--- src/rtl/uart_pkg.sv ---
// Shared definitions for the memory-mapped UART transmitter: register
// offsets, STATUS/CTRL bit positions, TX state encoding and the FSM
// observation struct.
package uart_pkg;

  // Register offsets within the 16-byte window
  localparam logic [3:0] OFF_TXDATA = 4'h0;
  localparam logic [3:0] OFF_STATUS = 4'h4;
  localparam logic [3:0] OFF_CTRL   = 4'h8;

  // STATUS bit positions
  localparam int STATUS_FULL_BIT  = 0;
  localparam int STATUS_EMPTY_BIT = 1;
  localparam int STATUS_BUSY_BIT  = 2;

  // CTRL bit positions
  localparam int CTRL_IRQ_EN_BIT = 0;

  // TX state encoding
  localparam logic [1:0] ST_IDLE  = 2'd0;
  localparam logic [1:0] ST_START = 2'd1;
  localparam logic [1:0] ST_DATA  = 2'd2;
  localparam logic [1:0] ST_STOP  = 2'd3;

  // Complete transmitter FSM state, kept in one struct so checkers can
  // bind to a single signal.
  typedef struct packed {
    logic [1:0]  state;
    logic [2:0]  bit_idx;
    logic [15:0] bit_cnt;
  } tx_fsm_t;

  function automatic logic [31:0] pack_status(input logic full,
                                              input logic empty,
                                              input logic busy);
    logic [31:0] v;
    v                   = '0;
    v[STATUS_FULL_BIT]  = full;
    v[STATUS_EMPTY_BIT] = empty;
    v[STATUS_BUSY_BIT]  = busy;
    return v;
  endfunction

  function automatic logic [31:0] pack_ctrl(input logic irq_en);
    logic [31:0] v;
    v                  = '0;
    v[CTRL_IRQ_EN_BIT] = irq_en;
    return v;
  endfunction

endpackage

--- src/rtl/uart_tx_fifo.sv ---
// Synchronous byte FIFO for the UART transmitter. DEPTH must be a power
// of two so the pointers wrap naturally. A push into a full FIFO is
// accepted when a pop happens in the same cycle.
module uart_tx_fifo #(
  parameter int DEPTH = 4,
  parameter int W     = 8
) (
  input  logic                     clk,
  input  logic                     nrst,
  input  logic                     push,
  input  logic [W-1:0]             push_data,
  input  logic                     pop,
  output logic [W-1:0]             head,
  output logic                     full,
  output logic                     empty,
  output logic [$clog2(DEPTH):0]   count
);

  localparam int AW = $clog2(DEPTH);
  localparam logic [AW:0] FULL_CNT = (AW+1)'(DEPTH);

  logic [W-1:0]  mem [DEPTH];
  logic [AW-1:0] wr_ptr;
  logic [AW-1:0] rd_ptr;
  logic [AW:0]   cnt;
  logic          do_push;
  logic          do_pop;

  assign do_pop  = pop && !empty;
  assign do_push = push && (!full || do_pop);
  assign full    = (cnt == FULL_CNT);
  assign empty   = (cnt == '0);
  assign count   = cnt;
  assign head    = mem[rd_ptr];

  // Pointer and occupancy bookkeeping
  always_ff @(posedge clk or negedge nrst) begin
    if (!nrst) begin
      wr_ptr <= '0;
      rd_ptr <= '0;
      cnt    <= '0;
    end else begin
      if (do_push) wr_ptr <= wr_ptr + AW'(1);
      if (do_pop)  rd_ptr <= rd_ptr + AW'(1);
      case ({do_push, do_pop})
        2'b10:   cnt <= cnt + (AW+1)'(1);
        2'b01:   cnt <= cnt - (AW+1)'(1);
        default: cnt <= cnt;
      endcase
    end
  end

  // Storage write; contents are don't-care until pushed
  always_ff @(posedge clk) begin
    if (do_push) mem[wr_ptr] <= push_data;
  end

endmodule

--- src/rtl/uart_tx_mmio.sv ---
// Memory-mapped UART transmitter on a CPU native bus.
// Optional feature macro: UART_TX_IRQ_EN (CTRL register at 0x8 and tx_irq).
//
// Bus handshake: the master raises mem_valid with address/data/strobes and
// holds them until mem_ready. mem_ready is a registered one-cycle pulse
// issued the cycle after a decision; while it is high no new decision is
// taken, so consecutive completions are always separated by a low cycle.
// A TXDATA push into a full FIFO withholds the decision until a pop frees
// an entry in the same cycle.
module uart_tx_mmio
  import uart_pkg::*;
#(
  parameter logic [31:0] BASE_ADDR  = 32'h0200_0000,
  parameter int          CLK_DIV    = 104,
  parameter int          FIFO_DEPTH = 4
) (
  input  logic        clk,
  input  logic        nrst,
  input  logic        mem_valid,
  input  logic [31:0] mem_addr,
  input  logic [31:0] mem_wdata,
  input  logic [3:0]  mem_wstrb,
  output logic        mem_ready,
  output logic [31:0] mem_rdata,
  output logic        uart_tx,
  output logic        tx_irq
);

  localparam logic [15:0] DIV_M1 = 16'(CLK_DIV - 1);

  logic                        sel;
  logic [3:0]                  offset;
  logic                        is_write;
  logic                        push_req;
  logic                        stall;
  logic                        accept;
  logic [31:0]                 read_val;
  logic                        fifo_push;
  logic                        fifo_pop;
  logic [7:0]                  fifo_head;
  logic                        fifo_full;
  logic                        fifo_empty;
  logic [$clog2(FIFO_DEPTH):0] fifo_count_unused;
  logic                        tx_busy;
  logic                        bit_end;
  logic                        line_next;
  logic                        irq_en;
  logic [7:0]                  shifter;
  tx_fsm_t                     fsm;
  logic                        unused_bits;

  assign unused_bits = ^mem_wdata[31:8];

  assign sel       = mem_valid && (mem_addr[31:4] == BASE_ADDR[31:4]);
  assign offset    = mem_addr[3:0];
  assign is_write  = |mem_wstrb;
  assign push_req  = is_write && (offset == OFF_TXDATA) && mem_wstrb[0];
  assign stall     = push_req && fifo_full && !fifo_pop;
  assign accept    = sel && !mem_ready && !stall;
  assign fifo_push = accept && push_req;

  uart_tx_fifo #(.DEPTH(FIFO_DEPTH), .W(8)) u_fifo (
    .clk       (clk),
    .nrst      (nrst),
    .push      (fifo_push),
    .push_data (mem_wdata[7:0]),
    .pop       (fifo_pop),
    .head      (fifo_head),
    .full      (fifo_full),
    .empty     (fifo_empty),
    .count     (fifo_count_unused)
  );

  // Register read mux; unmapped and write-only offsets read as zero
  always_comb begin
    read_val = '0;
    case (offset)
      OFF_STATUS: read_val = pack_status(fifo_full, fifo_empty, tx_busy);
      OFF_CTRL:   read_val = pack_ctrl(irq_en);
      default:    read_val = '0;
    endcase
  end

  // Bus completion: one-cycle ready pulse, read data valid only with it
  always_ff @(posedge clk or negedge nrst) begin
    if (!nrst) begin
      mem_ready <= 1'b0;
      mem_rdata <= '0;
    end else begin
      mem_ready <= accept;
      mem_rdata <= (accept && !is_write) ? read_val : '0;
    end
  end

`ifdef UART_TX_IRQ_EN
  logic irq_en_q;
  logic irq_q;

  // CTRL register write
  always_ff @(posedge clk or negedge nrst) begin
    if (!nrst) begin
      irq_en_q <= 1'b0;
    end else if (accept && is_write && (offset == OFF_CTRL) && mem_wstrb[0]) begin
      irq_en_q <= mem_wdata[CTRL_IRQ_EN_BIT];
    end
  end

  // Interrupt is registered, so it trails the idle/empty condition by a cycle
  always_ff @(posedge clk or negedge nrst) begin
    if (!nrst) irq_q <= 1'b0;
    else       irq_q <= irq_en_q & fifo_empty & ~tx_busy;
  end

  assign irq_en = irq_en_q;
  assign tx_irq = irq_q;
`else
  assign irq_en = 1'b0;
  assign tx_irq = 1'b0;
`endif

  assign tx_busy  = (fsm.state != ST_IDLE);
  assign bit_end  = (fsm.bit_cnt == DIV_M1);
  assign fifo_pop = !fifo_empty &&
                    ((fsm.state == ST_IDLE) || ((fsm.state == ST_STOP) && bit_end));

  // TX state machine: each bit lasts CLK_DIV cycles; back-to-back frames
  // chain from STOP straight into START
  always_ff @(posedge clk or negedge nrst) begin
    if (!nrst) begin
      fsm     <= '{state: ST_IDLE, bit_idx: 3'd0, bit_cnt: 16'd0};
      shifter <= '0;
    end else begin
      case (fsm.state)
        ST_IDLE: begin
          if (fifo_pop) begin
            shifter     <= fifo_head;
            fsm.bit_cnt <= '0;
            fsm.state   <= ST_START;
          end
        end
        ST_START: begin
          if (bit_end) begin
            fsm.bit_cnt <= '0;
            fsm.bit_idx <= '0;
            fsm.state   <= ST_DATA;
          end else begin
            fsm.bit_cnt <= fsm.bit_cnt + 16'd1;
          end
        end
        ST_DATA: begin
          if (bit_end) begin
            fsm.bit_cnt <= '0;
            if (fsm.bit_idx == 3'd7) fsm.state   <= ST_STOP;
            else                     fsm.bit_idx <= fsm.bit_idx + 3'd1;
          end else begin
            fsm.bit_cnt <= fsm.bit_cnt + 16'd1;
          end
        end
        ST_STOP: begin
          if (bit_end) begin
            fsm.bit_cnt <= '0;
            if (fifo_pop) begin
              shifter   <= fifo_head;
              fsm.state <= ST_START;
            end else begin
              fsm.state <= ST_IDLE;
            end
          end else begin
            fsm.bit_cnt <= fsm.bit_cnt + 16'd1;
          end
        end
        default: fsm.state <= ST_IDLE;
      endcase
    end
  end

  // Serial level implied by the current state
  always_comb begin
    line_next = 1'b1;
    case (fsm.state)
      ST_START: line_next = 1'b0;
      ST_DATA:  line_next = shifter[fsm.bit_idx];
      default:  line_next = 1'b1;
    endcase
  end

  // Registered line driver keeps uart_tx glitch-free and high in reset
  always_ff @(posedge clk or negedge nrst) begin
    if (!nrst) uart_tx <= 1'b1;
    else       uart_tx <= line_next;
  end

endmodule

--- config.mk ---
export PLATFORM = sky130hd
export DESIGN_NAME = uart_tx_mmio
export DESIGN_NICKNAME = d
export VERILOG_FILES = /design/src/rtl/uart_pkg.sv /design/src/rtl/uart_tx_fifo.sv /design/src/rtl/uart_tx_mmio.sv
export SDC_FILE = /design/constraint.sdc
export NUM_CORES = 1
export LEC_CHECK = 0
export BUFFER_PORTS_ARGS = -buffer_cell sky130_fd_sc_hd__buf_4
export CAP_MARGIN = 30
export CORE_ASPECT_RATIO = 0.75
export CORE_MARGIN = 5
export CORE_UTILIZATION = 30
export DETAILED_ROUTE_END_ITERATION = 10
export REMOVE_ABC_BUFFERS = 1
export SYNTH_ARGS = -nofsm -noshare
export SYNTH_HDL_FRONTEND = slang
export SYNTH_SLANG_ARGS = --single-unit
export TNS_END_PERCENT = 30
--- constraint.sdc ---
create_clock -name clk -period 6.9 [get_ports clk]
set_clock_uncertainty 0.15 [all_clocks]
set_input_delay 1.38 -clock clk [delete_from_list [all_inputs] [get_ports clk]]
set_output_delay 1.38 -clock clk [all_outputs]
set_load 0.02 [all_outputs]
==> flow_summary.ini <==
[run_status]
status = completed

[timing]
whs_ns = 0.340
slew-limit-headroom_pct = 27.2
final.period_utilization_pct = 50.1
grt_setup_unrepaired = false
hold_viol_final = 0
fin_setup_tns_ns = 0
fin_crit_ns = 3.46
slew_viol_final = 0
tightest_slew_ns = 1.08
finalSetupViolCount = 0
fmax_ghz = 0.289

[clocking]
cts_sinks = 73
htreeDepth = 3
cts_buffer_depth = 2
numCtsBuffers = 9
cts_resized = 0
clk_pin_slew_worst_paths_ns = 0.06
post_cts_buffers = 0
cts_tree = done
clock_latency_ns = 0.33
clockRootBuffer = clkbuf_16
ctsHoldBuffers = 0

[layout]
area_delta_synth_final_pct = 21.5
fin_area_sq_mm = 0.00454
final_common_cell = buf_4
diodes = 0
nets = 442
post-route-util_pct = 37.1
final_cell_mix = 52 x buf_4, 40 x dfrtp_1, 32 x edfxtp_1, 30 x conb_1, 23 x o21ai_0
instances_no_fill = 528
fillers = 1171
drive_gt1_share_pct = 26.8

[worst_setup_path]
crit_fanout = 8
timing.rr.start = fsm[8]$_DFFE_PN0N_
start_kind = input port
endpoint_kind = flip-flop
crit_start = mem_addr[28]
reg2reg_slack_ns = 3.67
required_ns = 6.71
critPathArrivalTime_ns = 3.26
path_class = input port to flip-flop

[floorplanning]
die_area_sq_mm = 0.0148
ios = 106
core_area_sq_mm = 0.0122
rows = 35
die_w_um = 139
die_y_um = 107
initial_core_util_pct = 30.6

[hold_path]
hp-class = flip-flop to flip-flop
hp-start = fsm[15]$_DFFE_PN0N_

[pwr]
cellPowerDensity_mw_per_mm2 = 228
p_leak_nw = 1.83
peakVddDrop_v = 0.0000969

[route]
drt-initial-drc-count = 178
vias = 2436
drc_errors = 0
wl_um = 7390
firstDrtPassIters = 4
wire_per_inst_um = 14.0
final_antenna_net_count = 0
viasPerCell = 4.61

[yosys]
synth-edff-count = 32
ys.flop_type = dfrtp_1
synth_area_sq_mm = 0.00373
synthTopCellsByArea = dfrtp_1 27%, edfxtp_1 26%, buf_4 6.0%
synth_cell_types = 52
synth_top_cell_area_share_pct = 26.8
ys_warn_count = 0
synth-seq-cells = 73
postSynthAreaPerCell_sq_um = 12.4
synth_top_cell_by_area = dfrtp_1
async_reset_ff_share_pct = 56.2
syn_inst = 302
ys_seq_area_share_pct = 53.3

[global_routing]
grt_pass1_wl_um = 12600
grt_max_degree = 42
grt.overflow.total = 0
gr-usage-all-layers_pct = 10.5
grt_pass1_vias = 2469
antenna_found_initial = 0

[placed_design]
place_hpwl_um = 5410
place_congestion = 0.773
numPortBuffers = 51
placed_area_sq_mm = 0.00419
place_inst = 512

[run]
maxCapViolCount = 0
[cells in the mapped netlist (all sizes together), types with 2 or more instances]
library cell   n
xor2           3
nand2         18
a31oi          3
inv           15
a21oi          3
xnor2          6
nor4           8
edfxtp        32
and3           3
a22o           4
o41ai          2
o21ai         23
dfrtp         40
nor4b          2
nand3          7
buf           33
nand4          6
clkbuf         4
ha            13
or4            2
nor2          19
or3            2
mux4          10
mux2i          4
nor2b          2
o31ai          6
nor3           5
mux2          10
[final cells by class]
| class | count | area, sq um | area share, % |
|---|---|---|---|
| multi-input cells | 206 | 1550 | 34.1 |
| well taps | 166 | 208 | 4.58 |
| inverters | 15 | 56.3 | 1.24 |
| clock buffers | 9 | 225 | 4.96 |
| flip-flops and latches | 73 | 1990 | 43.8 |
| repair buffers | 52 | 390 | 8.60 |
| clock inverters | 7 | 124 | 2.73 |
[stage by stage]
stage / setup WS (ns) / total power [mW]
3_3_place_gp: 3.05 / 0.504
5_1_grt: 3.22 / 1.07
4_1_cts: 3.34 / 1.04
2_1_floorplan: 3.66 / 0.478
3_5_place_dp: 3.06 / 0.506
6_report: 3.44 / 1.03
[worst max-delay path, stage by stage]
cell and delay [ns]:
buf_4 0.11, nor4b_1 0.30, nand4_1 0.18, nor2_1 0.39, o311ai_4 0.25, nor2_1 0.66
[worst paths after layout]
kind                                               end  cells past startpoint
setup / recovery            u_fifo.mem[2][0]$_DFFE_PP_                      6
hold / removal                     fsm[15]$_DFFE_PN0N_                      1
setup reg to reg           u_fifo.count[2]$_DFFE_PN0P_                     10
hold reg to reg                    fsm[15]$_DFFE_PN0N_                      1
max in group asynchronous            uart_tx$_DFF_PN1_                      1
min in group asynchronous           fsm[8]$_DFFE_PN0N_                      1
[logic make-up after synthesis]
kind of cell             after synthesis  synth area share [%]
AND/OR/NAND/NOR                       80                  11.8
flip-flops                            73                  53.3
buffers and inverters                 52                  8.28
AO/OA/AOI/OAI                         49                  9.32
multiplexers                          24                  10.2
adder cells (fa/ha/maj)               14                  4.89
XOR/XNOR                               9                  2.11
other                                  1                 0.100
[flip-flops by register name (all words and copies together), names as in the netlist]
register	count
u_fifo.count	3
fsm	21
u_fifo.wr_ptr	2
u_fifo.mem	32
mem_rdata	3
mem_ready	1
shifter	8
uart_tx	1
u_fifo.rd_ptr	2
[metal layers]
layer	part of all wire [%]	vias up	global-route usage, %
met5	0	-	0
li1	-	1163	-
met3	5.5	7	2.67
met2	46	71	15.9
met1	48	1195	14.8
met4	0.65	0	3.35
[where the power goes]
| group | total [mW] | internal [mW] | switching [mW] |
|---|---|---|---|
| clock | 0.536 | 0.357 | 0.179 |
| combinational | 0.0427 | 0.0173 | 0.0254 |
| sequential | 0.454 | 0.454 | 0.000000000196 |
| total | 1.03 | 0.828 | 0.205 |
No activity file was read; power rests on OpenSTA's default activity.
